$ cat src/rtl/ucore_port_fifo_if.sv
// Stream bundle between a ucore output port, its buffer and the consumer.
// The level signal exists only when UCORE_PORT_FIFO_LEVEL_EN is defined.
interface ucore_port_fifo_if #(
    parameter int WIDTH = 32
`ifdef UCORE_PORT_FIFO_LEVEL_EN
    , parameter int DEPTH = 8
`endif
);
    logic             wr_en;
    logic [WIDTH-1:0] wr_data;
    logic             full;
    logic             m_valid;
    logic [WIDTH-1:0] m_data;
    logic             m_ready;
    logic             overflow;
`ifdef UCORE_PORT_FIFO_LEVEL_EN
    logic [$clog2(DEPTH):0] level;

    modport master (output wr_en, wr_data, m_ready,
                    input  full, m_valid, m_data, overflow, level);
    modport slave  (input  wr_en, wr_data, m_ready,
                    output full, m_valid, m_data, overflow, level);
`else
    modport master (output wr_en, wr_data, m_ready,
                    input  full, m_valid, m_data, overflow);
    modport slave  (input  wr_en, wr_data, m_ready,
                    output full, m_valid, m_data, overflow);
`endif
endinterface

$ cat src/rtl/ucore_port_fifo.sv
// Output-port FIFO: turns ucore write strobes into a valid/ready stream.
// Optional occupancy output enabled by defining UCORE_PORT_FIFO_LEVEL_EN.
module ucore_port_fifo #(
    parameter int WIDTH = 32,
    parameter int DEPTH = 8
) (
    input  logic                clk,
    input  logic                areset,
    ucore_port_fifo_if.slave    bus
);
    localparam int AW = $clog2(DEPTH);

    logic [WIDTH-1:0] r_mem [DEPTH];
    logic [AW:0]      r_wptr;
    logic [AW:0]      r_rptr;
    logic             r_full;
    logic             r_overflow;

    logic [AW:0]      w_wptr_nxt;
    logic [AW:0]      w_rptr_nxt;
    logic             w_valid;
    logic             w_push;
    logic             w_pop;
    logic             w_drop;
    logic             w_full_nxt;

    // full comes from the pre-edge state, so a same-cycle pop never frees room
    assign w_valid    = (r_wptr != r_rptr);
    assign w_push     = bus.wr_en && !r_full;
    assign w_drop     = bus.wr_en && r_full;
    assign w_pop      = w_valid && bus.m_ready;
    assign w_wptr_nxt = r_wptr + {{AW{1'b0}}, w_push};
    assign w_rptr_nxt = r_rptr + {{AW{1'b0}}, w_pop};
    assign w_full_nxt = (w_wptr_nxt[AW-1:0] == w_rptr_nxt[AW-1:0]) &&
                        (w_wptr_nxt[AW] != w_rptr_nxt[AW]);

    always_ff @(posedge clk or posedge areset) begin
        if (areset) begin
            r_wptr     <= '0;
            r_rptr     <= '0;
            r_full     <= 1'b0;
            r_overflow <= 1'b0;
        end else begin
            r_wptr <= w_wptr_nxt;
            r_rptr <= w_rptr_nxt;
            r_full <= w_full_nxt;
            if (w_drop) begin
                r_overflow <= 1'b1;
            end
        end
    end

    // Storage is deliberately not reset; validity is tracked by the pointers.
    always_ff @(posedge clk) begin
        if (w_push) begin
            r_mem[r_wptr[AW-1:0]] <= bus.wr_data;
        end
    end

    assign bus.full     = r_full;
    assign bus.m_valid  = w_valid;
    assign bus.m_data   = w_valid ? r_mem[r_rptr[AW-1:0]] : '0;
    assign bus.overflow = r_overflow;

`ifdef UCORE_PORT_FIFO_LEVEL_EN
    assign bus.level = r_wptr - r_rptr;
`endif
endmodule

$ cat src/flat_wrapper.sv
// flat-port wrapper written by rule: the top's interface ports become plain ports
module ucore_port_fifo_flat 
#(
    parameter int WIDTH = 32,
    parameter int DEPTH = 8
)
  (clk, areset, bus_wr_en, bus_wr_data, bus_m_ready, bus_full, bus_m_valid, bus_m_data, bus_overflow);
  ucore_port_fifo_if #(.WIDTH(WIDTH)) bus_i ();
  input  logic clk;
  input  logic areset;
  input wire logic [$bits(bus_i.wr_en)-1:0] bus_wr_en;
  input wire logic [$bits(bus_i.wr_data)-1:0] bus_wr_data;
  input wire logic [$bits(bus_i.m_ready)-1:0] bus_m_ready;
  output wire logic [$bits(bus_i.full)-1:0] bus_full;
  output wire logic [$bits(bus_i.m_valid)-1:0] bus_m_valid;
  output wire logic [$bits(bus_i.m_data)-1:0] bus_m_data;
  output wire logic [$bits(bus_i.overflow)-1:0] bus_overflow;
  assign bus_i.wr_en = bus_wr_en;
  assign bus_i.wr_data = bus_wr_data;
  assign bus_i.m_ready = bus_m_ready;
  assign bus_full = bus_i.full;
  assign bus_m_valid = bus_i.m_valid;
  assign bus_m_data = bus_i.m_data;
  assign bus_overflow = bus_i.overflow;
  ucore_port_fifo #(.WIDTH(WIDTH), .DEPTH(DEPTH)) u_core (.clk(clk), .areset(areset), .bus(bus_i));
endmodule
$ cat config.mk
export PLATFORM = sky130hd
export DESIGN_NAME = ucore_port_fifo_flat
export DESIGN_NICKNAME = d
export VERILOG_FILES = /design/src/rtl/ucore_port_fifo_if.sv /design/src/rtl/ucore_port_fifo.sv /design/src/flat_wrapper.sv
export SDC_FILE = /design/constraint.sdc
export NUM_CORES = 1
export LEC_CHECK = 0
export ABC_AREA = 1
export CORE_MARGIN = 2
export CORE_UTILIZATION = 53
export DETAILED_ROUTE_END_ITERATION = 10
export GPL_TIMING_DRIVEN = 1
export HOLD_SLACK_MARGIN = 0.08
export MAX_ROUTING_LAYER = met4
export PLACE_DENSITY = 0.72
export RECOVER_POWER = 50
export SYNTH_ARGS = -nofsm -noshare
export SYNTH_HDL_FRONTEND = slang
export SYNTH_SLANG_ARGS = --single-unit
$ cat constraint.sdc
create_clock -name clk -period 2.4 [get_ports clk]
set_input_delay 0.48 -clock clk [delete_from_list [all_inputs] [get_ports clk]]
set_output_delay 0.48 -clock clk [all_outputs]
set_load 0.005 [all_outputs]
# Word-level counts from Yosys, hierarchy flattened
# Memory sizes are Yosys's and may differ from the RTL's.
# Index checks and enable logic that the tools add are counted.
# op_classes
n_eq_ne	3
muxes	3
addsub	2
n_reduce_logical	5
# op_table
cell	count
2-to-1 mux 32 bit	1
adder 4 x 1 -> 4 bit	2
logical AND 1 bit	4
inequality test 4 bit	1
equality test 3 bit	1
2-to-1 mux 1 bit	2
logical NOT 1 bit	1
inequality test 1 bit	1
# totals
mem_count	1
inputBits	36
elab_cells	18
reg_bits	10
out_inout_bits	35
ramBits	256
# mem_list
name	words	width	rd	rd_ports_with_merged_regs	wr	line	rtl
u_core.r_mem	8	32	1	0	1	ucore_port_fifo.sv:13	logic [WIDTH-1:0] r_mem [DEPTH];

# Longest topological paths before layout
# Gate-level depths: netlist of the first run.
# depth
word_depth	5
mapped_depth	14
ltp_nobuf	13

# Worst setup path after synthesis of the first run
# OpenSTA, ideal clock, no wires.
# synth_timing
path_kind	input to register
startpoint	in bus_wr_en
endpoint	mem u_core.r_mem[0][0] (enable)
arrival_ns	2.127
setup_ns	0.421
path_buffers	0
t_required_ns	1.979
path_stages	4
path_slack_ns	-0.148
cell_sequence	inv_1 > nor2_1 > nand2_1 > nor2_1
# synth_via
elab_chain_cells	3
# synth_rtl
element	line	rtl
start, declared	flat_wrapper.sv:11	input wire logic [$bits(bus_i.wr_en)-1:0] bus_wr_en;
logical AND 1 bit	ucore_port_fifo.sv:29	assign w_push = bus.wr_en && !r_full;
2-to-1 mux 1 bit	ucore_port_fifo.sv:55	if (w_push) begin
2-to-1 mux 1 bit (not written as such)	ucore_port_fifo.sv:56	r_mem[r_wptr[AW-1:0]] <= bus.wr_data;
end, declared	ucore_port_fifo.sv:13	
# No other way between the ends.

# Worst setup path in the final report of the first run
# layout_timing
startpoint	reg u_core.r_rptr[0]
endpoint	out bus_m_data[3]
# layout_via
elab_chain_cells	2
elab_cells_between_ends	3
cone_classes	eq/ne (1); mux (1); memory (1)
# layout_rtl
element	line	rtl
start, declared	ucore_port_fifo.sv:15	logic [AW:0] r_rptr;
start signal, assigned	ucore_port_fifo.sv:45	r_rptr <= w_rptr_nxt;
memory read (8 x 32 bit) or inequality test 4 bit (tied branches)	--	
2-to-1 mux 32 bit (*)	ucore_port_fifo.sv:62	assign bus.m_data = w_valid ? r_mem[r_rptr[AW-1:0]] : '0;
end, declared	flat_wrapper.sv:16	output wire logic [$bits(bus_i.m_data)-1:0] bus_m_data;
# Mark *: on every way between the ends. The rest lies on a longest branch, timed or not.

==> results.json, run 1 <==
{
  "port_buffers": 70,
  "hold_violations": 0,
  "slew_headroom_pct": 72.9,
  "syn_area_um2": 11300,
  "path_delay_family": "buffers and inverters",
  "ios": 71,
  "fillCellCount": 1331,
  "drtAntennaViolNets": 0,
  "grt_pass1_wl_mm": 44.0,
  "wl_met1_mm": 11.9,
  "reg2reg_depth": 12,
  "critical_path_class": "reg -> out",
  "async_flop_share_pct": 3.76,
  "cp_max_fo": 6,
  "critPathSlowestCell": "dfrtp_4",
  "vias": 8168,
  "synth_ff_type": "edfxtp_1",
  "die-area_um2": 22400,
  "violations": "negative setup slack",
  "wl_met3_mm": 2.05,
  "synth.distinct_cells": 20,
  "layout.nets": 1258,
  "wl_mm": 30.0,
  "detailed_place_hpwl_mm": 14.2,
  "die_y_um": 150,
  "highest_layer": "met4",
  "fin_cells": 1513,
  "dr_wl_met2_mm": 15.4,
  "cp_data_required_time_ns": 1.92,
  "syn_nets": 1106,
  "antenna_cells": 0,
  "dr.first_iter.drc_count": 771,
  "cts.htree.levels": 1,
  "crit_arrival_ns": 2.10,
  "fin_crit_ns": 2.58,
  "critPathMaxStageDelay_ns": 0.53,
  "cts_sinks": 266,
  "synth_common_cells": "nand2_1, edfxtp_1, nor2_1",
  "numCtsBuffers": 26,
  "vias_per_cell": 5.40,
  "cts_max_path_buffers": 3,
  "start_util_pct": 53.7,
  "synth_top_cell_by_area": "edfxtp_1",
  "end_kind": "output port",
  "reg2reg_slack_ns": 0.28,
  "rsz0062_at_grt": "yes",
  "power_density_nw_per_um2": 1350,
  "setup_slack_ns": -0.177,
  "hold_path.class": "in -> async",
  "grt_overflow": 0,
  "worst_slew_pin_slew_ns": 0.405,
  "synth-edff-count": 256,
  "synthCells": 1066,
  "clk_latency_ns": 0.53,
  "worstPathCellList": "buf_12 > buf_12 > buf_16 > nand2_4 > nand3_2 > nand3_2 > nand2_2 > nor2_4 > buf_2",
  "r2r-start": "u_core.r_rptr[2]",
  "path_buf_inv": 4,
  "syn2layout_area_growth_pct": 33.7,
  "grtUsageTotal_pct": 26.8,
  "outcome": "finished with violations",
  "dp_worst_setup_slack_ns": 0.00222,
  "rows": 53,
  "drt-wirelength-per-cell_um": 19.8,
  "synthTopCellsByArea": "edfxtp_1, nand2_1, nand3_1",
  "yosys_warnings": 0,
  "drive_gt1_share_pct": 29.6,
  "synth_seq_cells": 266,
  "clock.fmax_ghz": 0.388,
  "seq_area_frac_synth_pct": 70.5,
  "register_area_um2": 7950,
  "multi_input_area_um2": 3460,
  "grt_max_degree": 49,
  "clkTransAtPathRegs_ns": 0.07,
  "reg2reg_to": "u_core.bus.full",
  "cts_tree": "done",
  "peakVddDrop_mv": 0.923,
  "dp_cells": 1414,
  "start_kind": "flop",
  "antenna_found_initial": 0,
  "slew_viol_final": 0,
  "syn_avg_cell_area_um2": 10.6,
  "yosysTopAreaCellShare_pct": 68.3,
  "cts-root-buf": "clkbuf_16",
  "synth.most_common_cell": "nand2_1",
  "remaining_drc_errors": 0,
  "finalClockSkew_ns": 0.0107,
  "dieWidth_um": 150,
  "maxCapViolations": 0,
  "dr.pass1.iters": 5,
  "place.gp.congestion": 0.780,
  "finalCritPeriodShare_pct": 107,
  "core_um2": 21000,
  "setup_viol": 32,
  "static-leakage-power_nw": 6.28,
  "grt_pass1_vias": 8004
}
-- placed cells by master, fill, tap and decap left out, types with 16 or more instances in the layout --
master / n
buf_6: 16
inv_1: 71
buf_12: 28
nand2_4: 23
buf_4: 41
nor2_1: 49
nand3_1: 32
edfxtp_1: 256
nand2_1: 375
buf_2: 32
dlygate4sd3_1: 33
nand2_2: 80
a21oi_1: 26
nand3_2: 34
clkbuf_16: 30
-- kinds of logic (layout without fill, tap and decap cells) --
| logic type | Yosys count | in the layout | synth area share, % |
|---|---|---|---|
| compound gates | 34 | 34 | 1.56 |
| xor+xnor | 5 | 5 | 0.389 |
| fa+ha+maj | 4 | 4 | 0.445 |
| buf+inv | 129 | 301 | 5.29 |
| flops | 266 | 266 | 70.5 |
| simple gates | 628 | 628 | 21.8 |
-- power breakdown --
group          switching (mW)  internal [mW]
logic                    5.72           4.39
registers               0.266           5.85
clock network            1.70           2.42
total                    7.69           12.7
-- per-layer routing --
| metal | global-route usage [%] | up-vias |
|---|---|---|
| met1 | 34.4 | 3938 |
| met2 | 44.4 | 381 |
| li1 | - | 3788 |
| met4 | 9.43 | 0 |
| met5 | - | - |
| met3 | 3.60 | 61 |
-- flip-flops by register name (all words and copies together) (netlist names) --
| name | cells |
|---|---|
| u_core.bus.overflow | 1 |
| u_core.r_mem | 256 |
| u_core.bus.full | 1 |
| u_core.r_rptr | 4 |
| u_core.r_wptr | 4 |
-- stage by stage --
stage                     total power [mW]  utilization [%]  cell area, um^2  hold WS [ns]  TNS (ns)
after floorplan                       10.2                -            11300         0.320    -37.90
after global placement                13.5             61.0            12800         0.444         0
after detailed placement              13.6             61.0            12800         0.451         0
after CTS                             19.3             69.7            14600         0.248     -3.37
after global routing                  21.3             71.8            15100         0.424     -6.06
final                                 20.3             71.8            15100         0.369     -3.70
-- worst reg2reg max path: stages, from the launching register on --
cell	delay, ns
dfrtp_2	0.44
buf_12	0.14
nand2_4	0.06
nand2_4	0.06
nor2_4	0.16
a21boi_0	0.13
ha_1	0.23
ha_1	0.31
nor2_1	0.11
nor2_1	0.05
nor2_1	0.10
nand3_1	0.11
nor2_1	0.13
-- repair_timing --
item,4_1_cts,5_1_grt
pin swaps,53,84
buffers inserted,35,3
endpoints found under the setup margin,33,33
gates cloned,14,3
gates resized for setup,275,120
hold buffers,0,0
hold endpoints to repair,0,0
-- final cells by class --
class                           instances  area share, %
Clock buffer                           34           4.73
Clock inverter                         14          0.998
Inverter                               76           1.96
Multi-Input combinational cell        671           23.0
Sequential cell                       266           52.8
Tap cell                              275           2.29
Timing Repair Buffer                  177           14.2
-- worst max path at each step --
stage / endpoint / from / cells past startpoint / slack (ns)
global route: bus_m_data[23] / u_core.r_rptr[0] / 11 / -0.26
floorplan: u_core.r_mem[0][0] / bus_wr_en / 4 / -0.15
global placement: bus_m_data[3] / u_core.r_rptr[0] / 9 / 0.05
CTS: bus_m_data[3] / u_core.r_rptr[0] / 11 / -0.16
finish: bus_m_data[3] / u_core.r_rptr[0] / 9 / -0.18
detailed placement: bus_m_data[14] / u_core.r_rptr[0] / 9 / 0.002
Power figures use the tool's default switching activity.
==> inputs of run 2 (changes only) <==
--- a/config.mk
+++ b/config.mk
@@ -7,7 +7,7 @@
 export LEC_CHECK = 0
 export ABC_AREA = 1
 export CORE_MARGIN = 2
-export CORE_UTILIZATION = 53
+export CORE_UTILIZATION = 50
 export DETAILED_ROUTE_END_ITERATION = 10
 export GPL_TIMING_DRIVEN = 1
 export HOLD_SLACK_MARGIN = 0.08
==> run 2 against run 1 <==
Effect of this change:
- the run still ends with negative setup slack left
- global-route usage shrank 3.2 points
- utilization is 5.0 points lower
- clock-buffer cell count shrank 1
- final cell count unchanged
- wire length down 7.2%
- register-to-register slack about the same
- maximum frequency decreased by 2.5%
- flip-flop and latch count unchanged
- first-iteration DRC count shrank 9.9%
- design area decreased by 2.5%
- sequential power is essentially flat
- critical endpoint is now bus_m_data[13]
==> results.json, run 2 (synthesis results as in run 1) <==
{
  "cts_sinks": 266,
  "grt_pass1_vias": 7726,
  "detailed_place_hpwl_mm": 14.1,
  "crit_end": "bus_m_data[13]",
  "register_area_um2": 7950,
  "drtAntennaViolNets": 0,
  "start_util_pct": 51.2,
  "setup_slack_ns": -0.243,
  "hold_violations": 0,
  "mostFrequentLayoutCells": "nand2_1, edfxtp_1, inv_1",
  "violations": "negative setup slack",
  "vias": 7993,
  "slew_headroom_pct": 65.6,
  "dr.pass1.iters": 5,
  "rows": 54,
  "drt-wirelength-per-cell_um": 18.4,
  "r2r-start": "u_core.r_rptr[0]",
  "ios": 71,
  "dieWidth_um": 154,
  "multi_input_area_um2": 3250,
  "power_density_nw_per_um2": 1340,
  "place.gp.congestion": 0.823,
  "cp_data_required_time_ns": 1.92,
  "start_kind": "flop",
  "antenna_found_initial": 0,
  "wl_mm": 27.8,
  "static-leakage-power_nw": 6.10,
  "cts_tree": "done",
  "final_common_cell": "nand2_1",
  "cts.htree.levels": 1,
  "grt_max_degree": 63,
  "crit_arrival_ns": 2.16,
  "remaining_drc_errors": 0,
  "critPathMaxStageDelay_ns": 0.54,
  "cts_max_path_buffers": 3,
  "outcome": "finished with violations",
  "fin_crit_ns": 2.64,
  "core_um2": 22000,
  "finalClockSkew_ns": 0.0120,
  "dr.first_iter.drc_count": 695,
  "grt_pass1_wl_mm": 41.6,
  "grt_overflow": 0,
  "numCtsBuffers": 27,
  "hold_path.class": "in -> async",
  "slew_viol_final": 0,
  "worstPathCellList": "buf_12 > buf_12 > buf_6 > buf_6 > nand2_2 > nand2_2 > nand2_1 > nand2_2 > nor2_4 > nor2_4 > buf_2",
  "vias_per_cell": 5.28,
  "die-area_um2": 23700,
  "peakVddDrop_mv": 0.810,
  "end_kind": "output port",
  "grtUsageTotal_pct": 23.6,
  "syn2layout_area_growth_pct": 30.4,
  "reg2reg_to": "u_core.bus.full",
  "drive_gt1_share_pct": 26.3,
  "antenna_cells": 0,
  "cp_common_cell": "nand2_2",
  "clk_latency_ns": 0.54,
  "clock.fmax_ghz": 0.378,
  "ctsHoldBuffers": 0,
  "largest_reg_flops": 256,
  "maxCapViolations": 0,
  "port_buffers": 70,
  "cp_max_fo": 7,
  "cts-root-buf": "clkbuf_16",
  "reg2reg_depth": 12,
  "reg2reg_slack_ns": 0.27,
  "worst_slew_pin_slew_ns": 0.517,
  "die_y_um": 154,
  "rsz0062_at_grt": "yes",
  "setup-tns-final_ns": -5.27,
  "layout.nets": 1253,
  "dp_cells": 1420,
  "finalCritPeriodShare_pct": 110,
  "critical_path_class": "reg -> out",
  "worstSetupStartpoint": "u_core.r_rptr[0]",
  "critPathSlowestCell": "dfrtp_4",
  "clkTransAtPathRegs_ns": 0.06,
  "fin_cells": 1513,
  "fillCellCount": 1484,
  "setup_viol": 32
}
## run 2: cell count changes in the layout (fill, tap and decap cells not counted), sizes merged
cell           change
clkinv             +4
clkdlybuf4s15      -1
bufinv             -1
clkinvlp           -1
buf                -5
clkbuf             -2
bufbuf             +1
## run 2: what timing repair did
action / CTS / global route
setup buffers: 32 / 4
pin swaps: 53 / 58
setup endpoints to repair: 33 / 33
cloned: 11 / 1
resized for setup: 247 / 99
hold endpoints to repair: 0 / 0
## run 2: worst min path at each step
stage | cells after the start | start | end | slack, ns
final | 2 | areset | u_core.r_wptr[3] | 0.38
after global routing | 2 | areset | u_core.bus.overflow | 0.42
after CTS | 2 | areset | u_core.bus.overflow | 0.24
after detailed placement | 1 | u_core.bus.overflow | u_core.bus.overflow | 0.45
after global placement | 1 | u_core.bus.overflow | u_core.bus.overflow | 0.45
after floorplan | 1 | areset | u_core.bus.full | 0.32
## run 2: cell type report
cell class / instances / area share (%)
Tap cell: 280 / 2.39
Inverter: 76 / 2.00
Clock inverter: 16 / 0.878
Sequential cell: 266 / 54.1
Multi-Input combinational cell: 671 / 22.2
Clock buffer: 33 / 4.96
Timing Repair Buffer: 171 / 13.5
## run 2: where the power goes
group | internal, mW | switching (mW) | leakage, nW | total (mW)
Clock | 2.36 | 1.71 | 0.432 | 4.07
Sequential | 5.84 | 0.245 | 2.44 | 6.09
Combinational | 4.10 | 5.43 | 3.23 | 9.53
## run 2: worst max-delay path: cells and delay by family (launching register included)
kind                   cells  cell delay (ns)
flip-flops                 1             0.54
buffers and inverters      5             0.62
AND/OR/NAND/NOR            6             0.47
## run 2: through the flow
stage	total power [mW]	utilization, %	hold WS, ns	setup WS, ns	area, um^2
6_report	19.7	66.8	0.379	-0.243	14700
2_1_floorplan	10.2	-	0.320	-0.148	11300
4_1_cts	19.0	65.7	0.240	-0.190	14400
3_5_place_dp	13.5	58.1	0.449	0.0376	12800
3_3_place_gp	13.4	58.1	0.446	0.0619	12800
5_1_grt	20.7	66.8	0.425	-0.300	14700
## run 2: routing by layer
| metal | routed length [um] | GRT usage [%] | share of wire (%) | vias to the layer above |
|---|---|---|---|---|
| li1 | - | - | - | 3773 |
| met1 | 11400 | 29.6 | 41 | 3831 |
| met2 | 13700 | 39.2 | 49 | 319 |
| met3 | 1980 | 4.03 | 7.1 | 70 |
| met4 | 829 | 8.06 | 3.0 | 0 |
| met5 | 0 | - | 0 | - |
